<file path="src/rtl/line_fetch_scheduler_if.sv">
`default_nettype none
// ============================================================================
// Module      : line_fetch_scheduler_if
// Description : Burst-read request channel between the line fetch scheduler
//               and the frame-buffer memory reader.
//               master (scheduler): rd_req, rd_addr, rd_len, rd_bank out;
//                                   rd_ack, rd_done in
//               slave  (reader)   : the mirror image
//               rd_req  - request, held until rd_ack
//               rd_addr - burst start byte address, stable while rd_req=1
//               rd_len  - burst length in bytes
//               rd_bank - destination line-buffer bank
//               rd_ack  - reader accepted the request
//               rd_done - one-cycle pulse, burst written into rd_bank
// Revision    : 1.0 - initial release
// ============================================================================
interface line_fetch_scheduler_if #(
    parameter int ADDR_W = 32
) ();
    logic              rd_req;
    logic [ADDR_W-1:0] rd_addr;
    logic [15:0]       rd_len;
    logic              rd_bank;
    logic              rd_ack;
    logic              rd_done;

    modport master (
        output rd_req,
        output rd_addr,
        output rd_len,
        output rd_bank,
        input  rd_ack,
        input  rd_done
    );

    modport slave (
        input  rd_req,
        input  rd_addr,
        input  rd_len,
        input  rd_bank,
        output rd_ack,
        output rd_done
    );
endinterface
`default_nettype wire

</file>
<file path="src/rtl/line_fetch_scheduler.sv">
`default_nettype none
// ============================================================================
// Module      : line_fetch_scheduler
// Description : Sequences frame-buffer line reads for the video output path.
//               A rising edge of prefetch_line arms a frame; one burst read
//               per active line is issued into a two-bank line buffer and the
//               display-side bank pointer is tracked against linestart.
// Ports       : video_clk     - pixel clock, rising edge
//               reset_n       - asynchronous active-low reset
//               enable        - allows arming of a new frame
//               frame_base    - byte address of line 0 (sampled at arm)
//               line_stride   - byte pitch between lines (sampled at arm)
//               framestart    - start-of-frame pulse
//               prefetch_line - level; rising edge arms a frame fetch
//               linestart     - pulse before each active line
//               clear_err     - clears underflow / overrun
//               disp_bank     - bank the display reads this line
//               bank_valid    - per-bank line-ready flags
//               underflow     - sticky: line not ready at linestart
//               overrun       - sticky: arm while busy / framestart in WAIT
//               busy          - FSM not idle
//               rd            - read request channel (master side)
// Revision    : 1.0 - initial release
// ============================================================================
module line_fetch_scheduler #(
    parameter int ADDR_W     = 32,
    parameter int V_ACTIVE   = 900,
    parameter int LINE_BYTES = 6400
) (
    input  wire logic              video_clk,
    input  wire logic              reset_n,
    input  wire logic              enable,
    input  wire logic [ADDR_W-1:0] frame_base,
    input  wire logic [15:0]       line_stride,
    input  wire logic              framestart,
    input  wire logic              prefetch_line,
    input  wire logic              linestart,
    input  wire logic              clear_err,
    output logic                   disp_bank,
    output logic [1:0]             bank_valid,
    output logic                   underflow,
    output logic                   overrun,
    output logic                   busy,
    line_fetch_scheduler_if.master rd
);

    localparam int                 c_cnt_w    = $clog2(V_ACTIVE + 1);
    localparam logic [c_cnt_w-1:0] c_last     = c_cnt_w'(V_ACTIVE);
    localparam logic [15:0]        c_line_len = 16'(LINE_BYTES);

    typedef enum logic [1:0] {
        S_IDLE  = 2'd0,
        S_CHECK = 2'd1,
        S_REQ   = 2'd2,
        S_WAIT  = 2'd3
    } state_t;

    state_t              r_state;
    state_t              w_next_state;

    logic                r_prefetch_d;
    logic [c_cnt_w-1:0]  r_fetch_cnt;
    logic [ADDR_W-1:0]   r_addr_acc;
    logic [15:0]         r_stride;
    logic                r_wr_bank;
    logic                r_showing;
    logic                r_discard;
    logic [ADDR_W-1:0]   r_rd_addr;
    logic                r_rd_bank;
    logic [1:0]          r_bank_valid;
    logic                r_disp_bank;
    logic                r_underflow;
    logic                r_overrun;

    logic                w_arm;
    logic                w_arm_overrun;
    logic                w_issue;
    logic                w_done_set;
    logic                w_set_discard;
    logic                w_clr_discard;
    logic                w_fs_overrun;
    logic                w_show_bank;
    logic                w_show_ok;
    logic [1:0]          w_bank_valid_nxt;
    logic                w_underflow_evt;

    assign w_arm         = prefetch_line & ~r_prefetch_d & enable;
    assign w_arm_overrun = w_arm & (r_state != S_IDLE);

    // ------------------------------------------------------------------
    // FSM state register
    // ------------------------------------------------------------------
    always_ff @(posedge video_clk or negedge reset_n) begin
        if (!reset_n) begin
            r_state <= S_IDLE;
        end else begin
            r_state <= w_next_state;
        end
    end

    // ------------------------------------------------------------------
    // FSM next state and control strobes
    // ------------------------------------------------------------------
    always_comb begin
        w_next_state  = r_state;
        w_issue       = 1'b0;
        w_done_set    = 1'b0;
        w_set_discard = 1'b0;
        w_clr_discard = 1'b0;
        w_fs_overrun  = 1'b0;
        case (r_state)
            S_IDLE: begin
                if (w_arm) begin
                    w_next_state = S_CHECK;
                end
            end
            S_CHECK: begin
                if (framestart || (r_fetch_cnt == c_last)) begin
                    w_next_state = S_IDLE;
                end else if (!r_bank_valid[r_wr_bank]) begin
                    w_next_state = S_REQ;
                    w_issue      = 1'b1;
                end
            end
            S_REQ: begin
                if (framestart) begin
                    w_next_state = S_IDLE;
                end else if (rd.rd_ack) begin
                    w_next_state = S_WAIT;
                end
            end
            S_WAIT: begin
                if (framestart) begin
                    // The burst in flight belongs to the old frame. If it
                    // completes in this very cycle there is nothing left to
                    // discard; otherwise swallow the coming rd_done.
                    w_fs_overrun = 1'b1;
                    if (rd.rd_done) begin
                        w_next_state  = S_IDLE;
                        w_clr_discard = 1'b1;
                    end else begin
                        w_set_discard = 1'b1;
                    end
                end else if (rd.rd_done) begin
                    if (r_discard) begin
                        w_clr_discard = 1'b1;
                        w_next_state  = S_IDLE;
                    end else begin
                        w_done_set    = 1'b1;
                        w_next_state  = S_CHECK;
                    end
                end
            end
            default: begin
                w_next_state = S_IDLE;
            end
        endcase
    end

    // ------------------------------------------------------------------
    // Display side: bank to be checked at linestart and bank-valid update.
    // A burst completing into the checked bank in the same cycle counts as
    // ready (bypass), so it does not raise underflow.
    // ------------------------------------------------------------------
    always_comb begin
        w_show_bank      = r_showing ? ~r_disp_bank : r_disp_bank;
        w_show_ok        = r_bank_valid[w_show_bank] |
                           (w_done_set & (r_wr_bank == w_show_bank));
        w_bank_valid_nxt = r_bank_valid;
        if (linestart && r_showing) begin
            w_bank_valid_nxt[r_disp_bank] = 1'b0;
        end
        if (w_done_set) begin
            w_bank_valid_nxt[r_wr_bank] = 1'b1;
        end
        w_underflow_evt  = linestart & ~framestart & ~w_show_ok;
    end

    // ------------------------------------------------------------------
    // Datapath and bookkeeping registers
    // ------------------------------------------------------------------
    always_ff @(posedge video_clk or negedge reset_n) begin
        if (!reset_n) begin
            r_prefetch_d <= 1'b0;
            r_fetch_cnt  <= '0;
            r_addr_acc   <= '0;
            r_stride     <= '0;
            r_wr_bank    <= 1'b0;
            r_showing    <= 1'b0;
            r_discard    <= 1'b0;
            r_rd_addr    <= '0;
            r_rd_bank    <= 1'b0;
            r_bank_valid <= 2'b00;
            r_disp_bank  <= 1'b0;
            r_underflow  <= 1'b0;
            r_overrun    <= 1'b0;
        end else begin
            r_prefetch_d <= prefetch_line;

            if (w_issue) begin
                r_rd_addr <= r_addr_acc;
                r_rd_bank <= r_wr_bank;
            end

            if ((r_state == S_IDLE) && w_arm) begin
                r_addr_acc  <= frame_base;
                r_stride    <= line_stride;
                r_fetch_cnt <= '0;
            end else if (w_done_set) begin
                r_addr_acc  <= r_addr_acc + ADDR_W'(r_stride);
                r_fetch_cnt <= r_fetch_cnt + 1'b1;
            end

            if (w_set_discard) begin
                r_discard <= 1'b1;
            end else if (w_clr_discard) begin
                r_discard <= 1'b0;
            end

            if (framestart) begin
                r_bank_valid <= 2'b00;
                r_disp_bank  <= 1'b0;
                r_wr_bank    <= 1'b0;
                r_showing    <= 1'b0;
            end else begin
                r_bank_valid <= w_bank_valid_nxt;
                if (w_done_set) begin
                    r_wr_bank <= ~r_wr_bank;
                end
                if (linestart) begin
                    // On a miss the pointer parks on the missing bank so the
                    // next linestart re-checks that same bank.
                    r_disp_bank <= w_show_bank;
                    r_showing   <= w_show_ok;
                end
            end

            r_underflow <= (r_underflow & ~clear_err) | w_underflow_evt;
            r_overrun   <= (r_overrun & ~clear_err) | w_fs_overrun | w_arm_overrun;
        end
    end

    assign rd.rd_req   = (r_state == S_REQ);
    assign rd.rd_addr  = r_rd_addr;
    assign rd.rd_len   = c_line_len;
    assign rd.rd_bank  = r_rd_bank;
    assign disp_bank   = r_disp_bank;
    assign bank_valid  = r_bank_valid;
    assign underflow   = r_underflow;
    assign overrun     = r_overrun;
    assign busy        = (r_state != S_IDLE);

endmodule
`default_nettype wire

</file>
<file path="src/flat_wrapper.sv">
// flat-port wrapper written by rule: the top's interface ports become plain ports
module line_fetch_scheduler_flat 
#(
    parameter int ADDR_W     = 32,
    parameter int V_ACTIVE   = 900,
    parameter int LINE_BYTES = 6400
)
  (video_clk, reset_n, enable, frame_base, line_stride, framestart, prefetch_line, linestart, clear_err, disp_bank, bank_valid, underflow, overrun, busy, rd_rd_req, rd_rd_addr, rd_rd_len, rd_rd_bank, rd_rd_ack, rd_rd_done);
  line_fetch_scheduler_if #(.ADDR_W(ADDR_W)) rd_i ();
  input  wire logic video_clk;
  input  wire logic reset_n;
  input  wire logic enable;
  input  wire logic [ADDR_W-1:0] frame_base;
  input  wire logic [15:0] line_stride;
  input  wire logic framestart;
  input  wire logic prefetch_line;
  input  wire logic linestart;
  input  wire logic clear_err;
  output logic disp_bank;
  output logic [1:0] bank_valid;
  output logic underflow;
  output logic overrun;
  output logic busy;
  output wire logic [$bits(rd_i.rd_req)-1:0] rd_rd_req;
  output wire logic [$bits(rd_i.rd_addr)-1:0] rd_rd_addr;
  output wire logic [$bits(rd_i.rd_len)-1:0] rd_rd_len;
  output wire logic [$bits(rd_i.rd_bank)-1:0] rd_rd_bank;
  input wire logic [$bits(rd_i.rd_ack)-1:0] rd_rd_ack;
  input wire logic [$bits(rd_i.rd_done)-1:0] rd_rd_done;
  assign rd_rd_req = rd_i.rd_req;
  assign rd_rd_addr = rd_i.rd_addr;
  assign rd_rd_len = rd_i.rd_len;
  assign rd_rd_bank = rd_i.rd_bank;
  assign rd_i.rd_ack = rd_rd_ack;
  assign rd_i.rd_done = rd_rd_done;
  line_fetch_scheduler #(.ADDR_W(ADDR_W), .V_ACTIVE(V_ACTIVE), .LINE_BYTES(LINE_BYTES)) u_core (.video_clk(video_clk), .reset_n(reset_n), .enable(enable), .frame_base(frame_base), .line_stride(line_stride), .framestart(framestart), .prefetch_line(prefetch_line), .linestart(linestart), .clear_err(clear_err), .disp_bank(disp_bank), .bank_valid(bank_valid), .underflow(underflow), .overrun(overrun), .busy(busy), .rd(rd_i));
endmodule
</file>
<file path="config.mk">
export PLATFORM = sky130hd
export DESIGN_NAME = line_fetch_scheduler_flat
export DESIGN_NICKNAME = d
export VERILOG_FILES = /design/src/rtl/line_fetch_scheduler_if.sv /design/src/rtl/line_fetch_scheduler.sv /design/src/flat_wrapper.sv
export SDC_FILE = /design/constraint.sdc
export NUM_CORES = 1
export LEC_CHECK = 0
export CELL_PAD_IN_SITES_DETAIL_PLACEMENT = 0
export CELL_PAD_IN_SITES_GLOBAL_PLACEMENT = 1
export CORE_UTILIZATION = 39
export DETAILED_ROUTE_END_ITERATION = 12
export GPL_TIMING_DRIVEN = 0
export HOLD_SLACK_MARGIN = 0.02
export PLACE_DENSITY_LB_ADDON = 0.1
export SETUP_SLACK_MARGIN = 0.2
export SYNTH_ARGS = -nofsm -noshare
export SYNTH_HDL_FRONTEND = slang
export SYNTH_SLANG_ARGS = --single-unit
</file>
<file path="constraint.sdc">
create_clock -name video_clk -period 3.2 [get_ports video_clk]
set_clock_uncertainty 0.2 [all_clocks]
set_input_delay 0.64 -clock video_clk [delete_from_list [all_inputs] [get_ports video_clk]]
set_output_delay 0.64 -clock video_clk [all_outputs]
set_load 0.005 [all_outputs]
</file>
After elaboration in Yosys (flattened, before gate mapping) --
Cells that the tools add are included.
Operators by class: add/subtract/negate cells 2, $lt $le $gt $ge 5, eq/ne operators 9, mux-type cells 51, bitwise gates (word level) 21, reduce and logical (&&, ||, !) cells 12
Operators with widths (number):
- $mux 32 | 2
- $mux 1 | 33
- $add 32x16->32 | 1
- $mux 2 | 11
- $mux 10 | 2
- $add 10x1->10 const B | 1
- $eq 10x10->1 const B | 1
- $reduce_bool 2->1 | 5
- $and 1x1->1 | 8
- $pmux 2 s4 | 1
- $lt 1x2->1 const B | 3
- $ne 3x2->1 const B | 2
- $not 1->1 | 6
- $eq 2x2->1 const B | 2
- $logic_and 1x1->1 | 4
- $or 1x1->1 | 4
- $reduce_and 4->1 | 1
- $and 2x2->2 | 1
- $demux 1 s1 | 2
- $eq 2x1->1 const B | 1
- $ge 1x1->1 const B | 2
- $logic_not 2->1 | 1
- $ne 2x1->1 const B | 1
- $ne 2x2->1 const B | 1
- other kinds (4) | 4
Storage, ports and cells: register bits 102, input port bits 57

Longest topological paths before layout --
Gate-level depths: netlist of run 1.
depth after elaboration 10, depth in mapped cells 10, gate-level depth less buffers 9

Worst setup path after synthesis of run 1 --
OpenSTA, ideal clock, no wires.
path kind flip-flop to flip-flop, from reg u_core.r_stride[1], to reg u_core.r_addr_acc[27], library setup time 0.137 ns, data arrival time 2.282 ns, required time 2.863 ns, setup slack 0.581 ns, stages on the path, launching flop included 9, path buffers 0, period minus slack after synthesis 2.619 ns, cells stage by stage dfrtp_1 > ha_1 > a211o_1 > a21oi_2 > o21ai_2 > a221o_1 > a221o_1 > a211oi_1 > a311oi_1
Between the ends: longest elaborated chain between the ends 3
Ends and longest elaborated chain:
- start: declaration | line line_fetch_scheduler.sv:64 | logic [15:0] r_stride;
- start signal: assignment | line line_fetch_scheduler.sv:207 | r_stride <= line_stride;
- $add 32x16->32 | line line_fetch_scheduler.sv:210 | r_addr_acc <= r_addr_acc + ADDR_W'(r_stride);
- $mux 32 | line line_fetch_scheduler.sv:209 | end else if (w_done_set) begin
- $mux 32 | line line_fetch_scheduler.sv:205 | if ((r_state == S_IDLE) && w_arm) begin
- end signal: assignment | line line_fetch_scheduler.sv:206 | r_addr_acc <= frame_base;
- end signal: assignment | line line_fetch_scheduler.sv:210
- end: declaration | line line_fetch_scheduler.sv:63 | logic [ADDR_W-1:0] r_addr_acc;
Every way passes these cells. The select of a mux whose other input is x is not followed. A chain may end at the register's enable or synchronous reset.

Worst setup path after layout of run 1 --
from in framestart, to reg u_core.r_rd_addr[20] (netlist: u_core.rd.rd_addr[20])
Between the ends: longest elaborated chain between the ends 3
Ends and longest elaborated chain:
- start: declaration | line flat_wrapper.sv:15 | input wire logic framestart;
- $logic_or 1x1->1 | line line_fetch_scheduler.sv:118 | if (framestart || (r_fetch_cnt == c_last)) begin
- $mux 1 | line line_fetch_scheduler.sv:118
- $mux 1 | line line_fetch_scheduler.sv:111 | case (r_state)
- end signal: assignment | line line_fetch_scheduler.sv:201 | r_rd_addr <= r_addr_acc;
- end: declaration | line line_fetch_scheduler.sv:68 | logic [ADDR_W-1:0] r_rd_addr;
Every way passes these cells.

==> results of run 1 <==
## routing by layer
layer	vias to the layer above	part of all wire, %	wire (um)
li1	2188	-	-
met1	2150	45	6220
met2	86	49	6810
met3	12	4.0	549
met4	0	1.5	201
met5	-	0	0
## area by class of cell
cell class                      instances  area [um2]  area share (%)
Buffer                                 37         208            2.98
Clock buffer                           13         280            4.02
Clock inverter                          3        40.0           0.574
Inverter                               14        52.6           0.754
Multi-Input combinational cell        422        2630            37.8
Sequential cell                       102        2550            36.6
Tap cell                              176         220            3.16
Timing Repair Buffer                   97         986            14.1
## Yosys cell counts, types with 5 or more instances
cell type	count	area (um2)
a211oi_1	9	67.6
a21oi_1	27	135
a22oi_1	7	52.6
a311oi_1	5	43.8
and3_1	8	50.1
buf_4	16	120
clkbuf_1	15	56.3
dfrtp_1	102	2550
ha_1	18	225
inv_1	13	48.8
mux2_2	32	360
nand2_1	90	338
nand3_1	11	55.1
nand4_1	11	68.8
nor2_1	52	195
nor3_1	10	50.1
o21ai_0	23	115
o21ai_1	13	65.1
xnor2_1	17	149
xor2_1	11	96.3
## metrics by stage
step	TNS, ps	cells	util (%)	power (mW)	hold WS, ps
CTS	0	864	52.2	6.47	126
finish	0	864	52.2	6.42	110
global placement	-275860	847	49.6	5.21	274
floorplan	0	575	-	4.19	144
global route	0	864	52.2	6.92	152
detailed placement	-2090	848	49.8	5.27	275
## final timing paths
| check | startpoint | to | slack [ps] | cells after the start |
|---|---|---|---|---|
| min in group video_clk | u_core.r_stride[0]$_DFFE_PN0P_ | u_core.r_stride[0]$_DFFE_PN0P_ | 290 | 2 |
| max in group asynchronous | reset_n | u_core.rd.rd_addr[13]$_DFFE_PN0P_ | 1990 | 2 |
| hold reg to reg | u_core.r_stride[0]$_DFFE_PN0P_ | u_core.r_stride[0]$_DFFE_PN0P_ | 290 | 2 |
| hold / removal | reset_n | u_core.rd.rd_addr[22]$_DFFE_PN0P_ | 110 | 1 |
| setup reg to reg | u_core.r_stride[6]$_DFFE_PN0P_ | u_core.r_addr_acc[27]$_DFFE_PN0P_ | 360 | 8 |
| setup / recovery | framestart | u_core.rd.rd_addr[20]$_DFFE_PN0P_ | 350 | 6 |
## sequential cells by signal, indices dropped and copies added (netlist names)
name	flops
u_core.bank_valid	2
u_core.disp_bank	1
u_core.overrun	1
u_core.r_addr_acc	32
u_core.r_discard	1
u_core.r_fetch_cnt	10
u_core.r_prefetch_d	1
u_core.r_showing	1
u_core.r_state	2
u_core.r_stride	16
u_core.r_wr_bank	1
u_core.rd.rd_addr	32
u_core.rd.rd_bank	1
u_core.underflow	1
## repair_timing
action,4_1_cts,5_1_grt
endpoints found under the setup margin,0,25
hold buffers,0,0
resized for setup,0,6
## power by group through the flow
stage | Sequential (mW) | Combinational, mW | Clock, mW
after floorplan | 2.19 | 1.99 | 0
after global placement | 2.29 | 2.92 | 0
after detailed placement | 2.31 | 2.96 | 0
after CTS | 2.29 | 2.99 | 1.19
after global routing | 2.37 | 3.31 | 1.24
final | 2.29 | 2.96 | 1.17
## kinds of logic (layout without fill, tap and decap cells)
group,Yosys count,count (layout)
buf+inv,51,164
mux,35,35
xor+xnor,28,28
other cells,2,16
fa+ha+maj,19,19
flops,102,102
simple gates,203,203
compound gates,121,121
==> metrics.txt, run 1 <==
# TYPE chip_impl_metric gauge
chip_impl_metric{name="h-tree-depth",unit=""} 3
chip_impl_metric{name="antenna_violating_nets_post_route",unit=""} 0
chip_impl_metric{name="setup_viol",unit=""} 0
chip_impl_metric{name="power_density",unit="nW/um2"} 920
chip_impl_metric{name="max_stage_delay",unit="ps"} 540
chip_impl_metric{name="num_antenna_cells",unit=""} 0
chip_impl_metric{name="grt_remaining_overflow",unit=""} 0
chip_impl_metric{name="fillers",unit=""} 1304
chip_impl_info{name="run_status",value="finished, final reports clean"} 1
chip_impl_metric{name="design.core.area",unit="um2"} 13300
chip_impl_metric{name="grt_util_met2",unit="%"} 34.1
chip_impl_metric{name="clock_tree.buffer_depth",unit=""} 2
chip_impl_metric{name="place_ws",unit="ps"} -112
chip_impl_metric{name="area_fraction_in_compound_gates_after_synthesis",unit="%"} 14.5
chip_impl_metric{name="placedInstanceArea",unit="um2"} 6650
chip_impl_info{name="cts_root_buf",value="clkbuf_16"} 1
chip_impl_metric{name="vias_in_the_first_global_route",unit=""} 4442
chip_impl_metric{name="slew-limit-headroom",unit="%"} 47.9
chip_impl_metric{name="dieArea",unit="um2"} 14300
chip_impl_metric{name="final_period_minus_worst_setup_slack",unit="ps"} 2850
chip_impl_metric{name="final_nets",unit=""} 759
chip_impl_metric{name="p_leak",unit="nW"} 3.07
chip_impl_metric{name="synth_edf_count",unit=""} 0
chip_impl_metric{name="port_buffers",unit=""} 96
chip_impl_metric{name="syn-cell-area",unit="um2"} 5390
chip_impl_info{name="timing_worst_setup_path_type",value="input port to flip-flop"} 1
chip_impl_info{name="mostFrequentLayoutCell",value="dfrtp_1"} 1
chip_impl_metric{name="sequentialPowerShare",unit="%"} 35.7
chip_impl_metric{name="insertion_delay",unit="ps"} 350
chip_impl_metric{name="post_synth_mux_area_share",unit="%"} 7.24
chip_impl_metric{name="placement_rows",unit=""} 42
chip_impl_metric{name="floorplan.initialDensity",unit="%"} 40.4
chip_impl_metric{name="hpwlAfterDp",unit="um"} 10100
chip_impl_info{name="critical_path.startpoint_type",value="input port"} 1
chip_impl_metric{name="fmax",unit="MHz"} 351
chip_impl_info{name="tritoncts",value="built"} 1
chip_impl_metric{name="met1_routing_resource_usage_after_global_routing",unit="%"} 25.1
chip_impl_metric{name="ff_latch_count_synth",unit=""} 102
chip_impl_metric{name="timing.max_cap.violations",unit=""} 0
chip_impl_metric{name="power.ir.vdd_worst",unit="V"} 0.000470
chip_impl_metric{name="detailedRoute.firstIterationViolations",unit=""} 224
chip_impl_metric{name="power_switching_share",unit="%"} 36.9
chip_impl_info{name="worst_path_dominant_cell_family",value="buffers and inverters"} 1
chip_impl_info{name="cp_common_cell",value="clkbuf_1"} 1
chip_impl_metric{name="remaining_drc_errors",unit=""} 0
chip_impl_metric{name="global_route.usage.met3",unit="%"} 4.66
chip_impl_metric{name="postSynth.asyncResetShare",unit="%"} 100
chip_impl_metric{name="cts.repair_timing.setup_buffer_count",unit=""} 0
chip_impl_metric{name="synth_xor_xnor_area_share",unit="%"} 4.55
chip_impl_info{name="synth_top_family_by_area",value="simple AND/OR/NAND/NOR gates"} 1
chip_impl_metric{name="postSynthAreaPerCell",unit="um2"} 9.61
chip_impl_metric{name="gp_congestion",unit=""} 0.799
chip_impl_metric{name="power_switching",unit="mW"} 2.37
chip_impl_metric{name="cell_internal_pwr",unit="mW"} 4.05
chip_impl_metric{name="worst_slack",unit="ps"} 352
chip_impl_metric{name="synth.yosys.seq_area_share",unit="%"} 47.4
chip_impl_info{name="worst_hold_path_type",value="input port to asynchronous set/reset pin"} 1
chip_impl_metric{name="design.portCount",unit=""} 113
chip_impl_info{name="worst_setup_path_end_kind",value="flip-flop"} 1
chip_impl_metric{name="via_density",unit=""} 5.13
chip_impl_metric{name="final_layout_size_suffix_gt1_share",unit="%"} 11.6
chip_impl_metric{name="comb_power_share",unit="%"} 46.2
chip_impl_metric{name="post_synth_num_cell_types",unit=""} 56
chip_impl_metric{name="synth_simple_gate_area_share",unit="%"} 16.9
chip_impl_metric{name="area_growth",unit="%"} 29.4
chip_impl_metric{name="grt_first_pass_wirelength",unit="um"} 22100
chip_impl_metric{name="crit_path_max_fanout",unit=""} 10
chip_impl_metric{name="timing.final.hold_violations",unit=""} 0
chip_impl_info{name="setup_repair_after_global_routing_missed_its_margin",value="yes"} 1
chip_impl_metric{name="cp.required",unit="ps"} 3230
chip_impl_info{name="most-common-layout-cells",value="102 x dfrtp_1, 95 x clkdlybuf4s50_1, 90 x nand2_1, 52 x nor2_1, 32 x mux2_2"} 1
chip_impl_metric{name="grt_util_all_layers",unit="%"} 20.1
chip_impl_metric{name="critPathArrivalTime",unit="ps"} 2880
chip_impl_metric{name="layout.cell_area.non_filler",unit="um2"} 6970
chip_impl_metric{name="synthAdderAreaFrac",unit="%"} 4.55
chip_impl_metric{name="cts_made_buffers",unit=""} 9
chip_impl_metric{name="die_x",unit="um"} 120
chip_impl_metric{name="detail_route.wirelength",unit="um"} 13800
chip_impl_metric{name="antenna_found_initial",unit=""} 0
chip_impl_metric{name="cp_buf_inv_count",unit=""} 3
chip_impl_metric{name="tightest_slew",unit="ps"} 777
chip_impl_metric{name="post-route-period-util",unit="%"} 89.0
chip_impl_metric{name="yosys_warnings",unit=""} 0
chip_impl_metric{name="die_h",unit="um"} 120
chip_impl_metric{name="report.final.slew_viol_count",unit=""} 0
chip_impl_metric{name="vias",unit=""} 4436
chip_impl_metric{name="post_drt_wl_per_cell",unit="um"} 15.9
chip_impl_info{name="grt.busiest_layer",value="met2"} 1
chip_impl_metric{name="largest_net_degree_at_the_start_of_global_routing",unit=""} 57
chip_impl_metric{name="clkSinkCount",unit=""} 102
chip_impl_metric{name="drt_pre_antenna_iters",unit=""} 5
chip_impl_info{name="crit_chain",value="clkdlybuf4s50_1, clkbuf_1, nor2_1, nand4_1, clkbuf_1, mux2_2"} 1
chip_impl_metric{name="synth_cells",unit=""} 561
chip_impl_info{name="ys_dominant_reg_cell",value="dfrtp_1"} 1
chip_impl_metric{name="cts.clk_slew.worst_paths",unit="ps"} 70
chip_impl_metric{name="share_clk_of_total_power",unit="%"} 18.2
chip_impl_info{name="critical-path-slowest-cell",value="clkdlybuf4s50_1"} 1
Power figures use the tool's default switching activity.
==> inputs of run 2 (changes only) <==
--- a/config.mk
+++ b/config.mk
@@ -8,9 +8,10 @@
 export CELL_PAD_IN_SITES_DETAIL_PLACEMENT = 0
 export CELL_PAD_IN_SITES_GLOBAL_PLACEMENT = 1
 export CORE_UTILIZATION = 39
+export CTS_CLUSTER_SIZE = 8
 export DETAILED_ROUTE_END_ITERATION = 12
 export GPL_TIMING_DRIVEN = 0
-export HOLD_SLACK_MARGIN = 0.02
+export HOLD_SLACK_MARGIN = 0.1
 export PLACE_DENSITY_LB_ADDON = 0.1
 export SETUP_SLACK_MARGIN = 0.2
 export SYNTH_ARGS = -nofsm -noshare
==> results of run 2 <==
No change in the layout: final DEF, timing and power equal those of run 1.
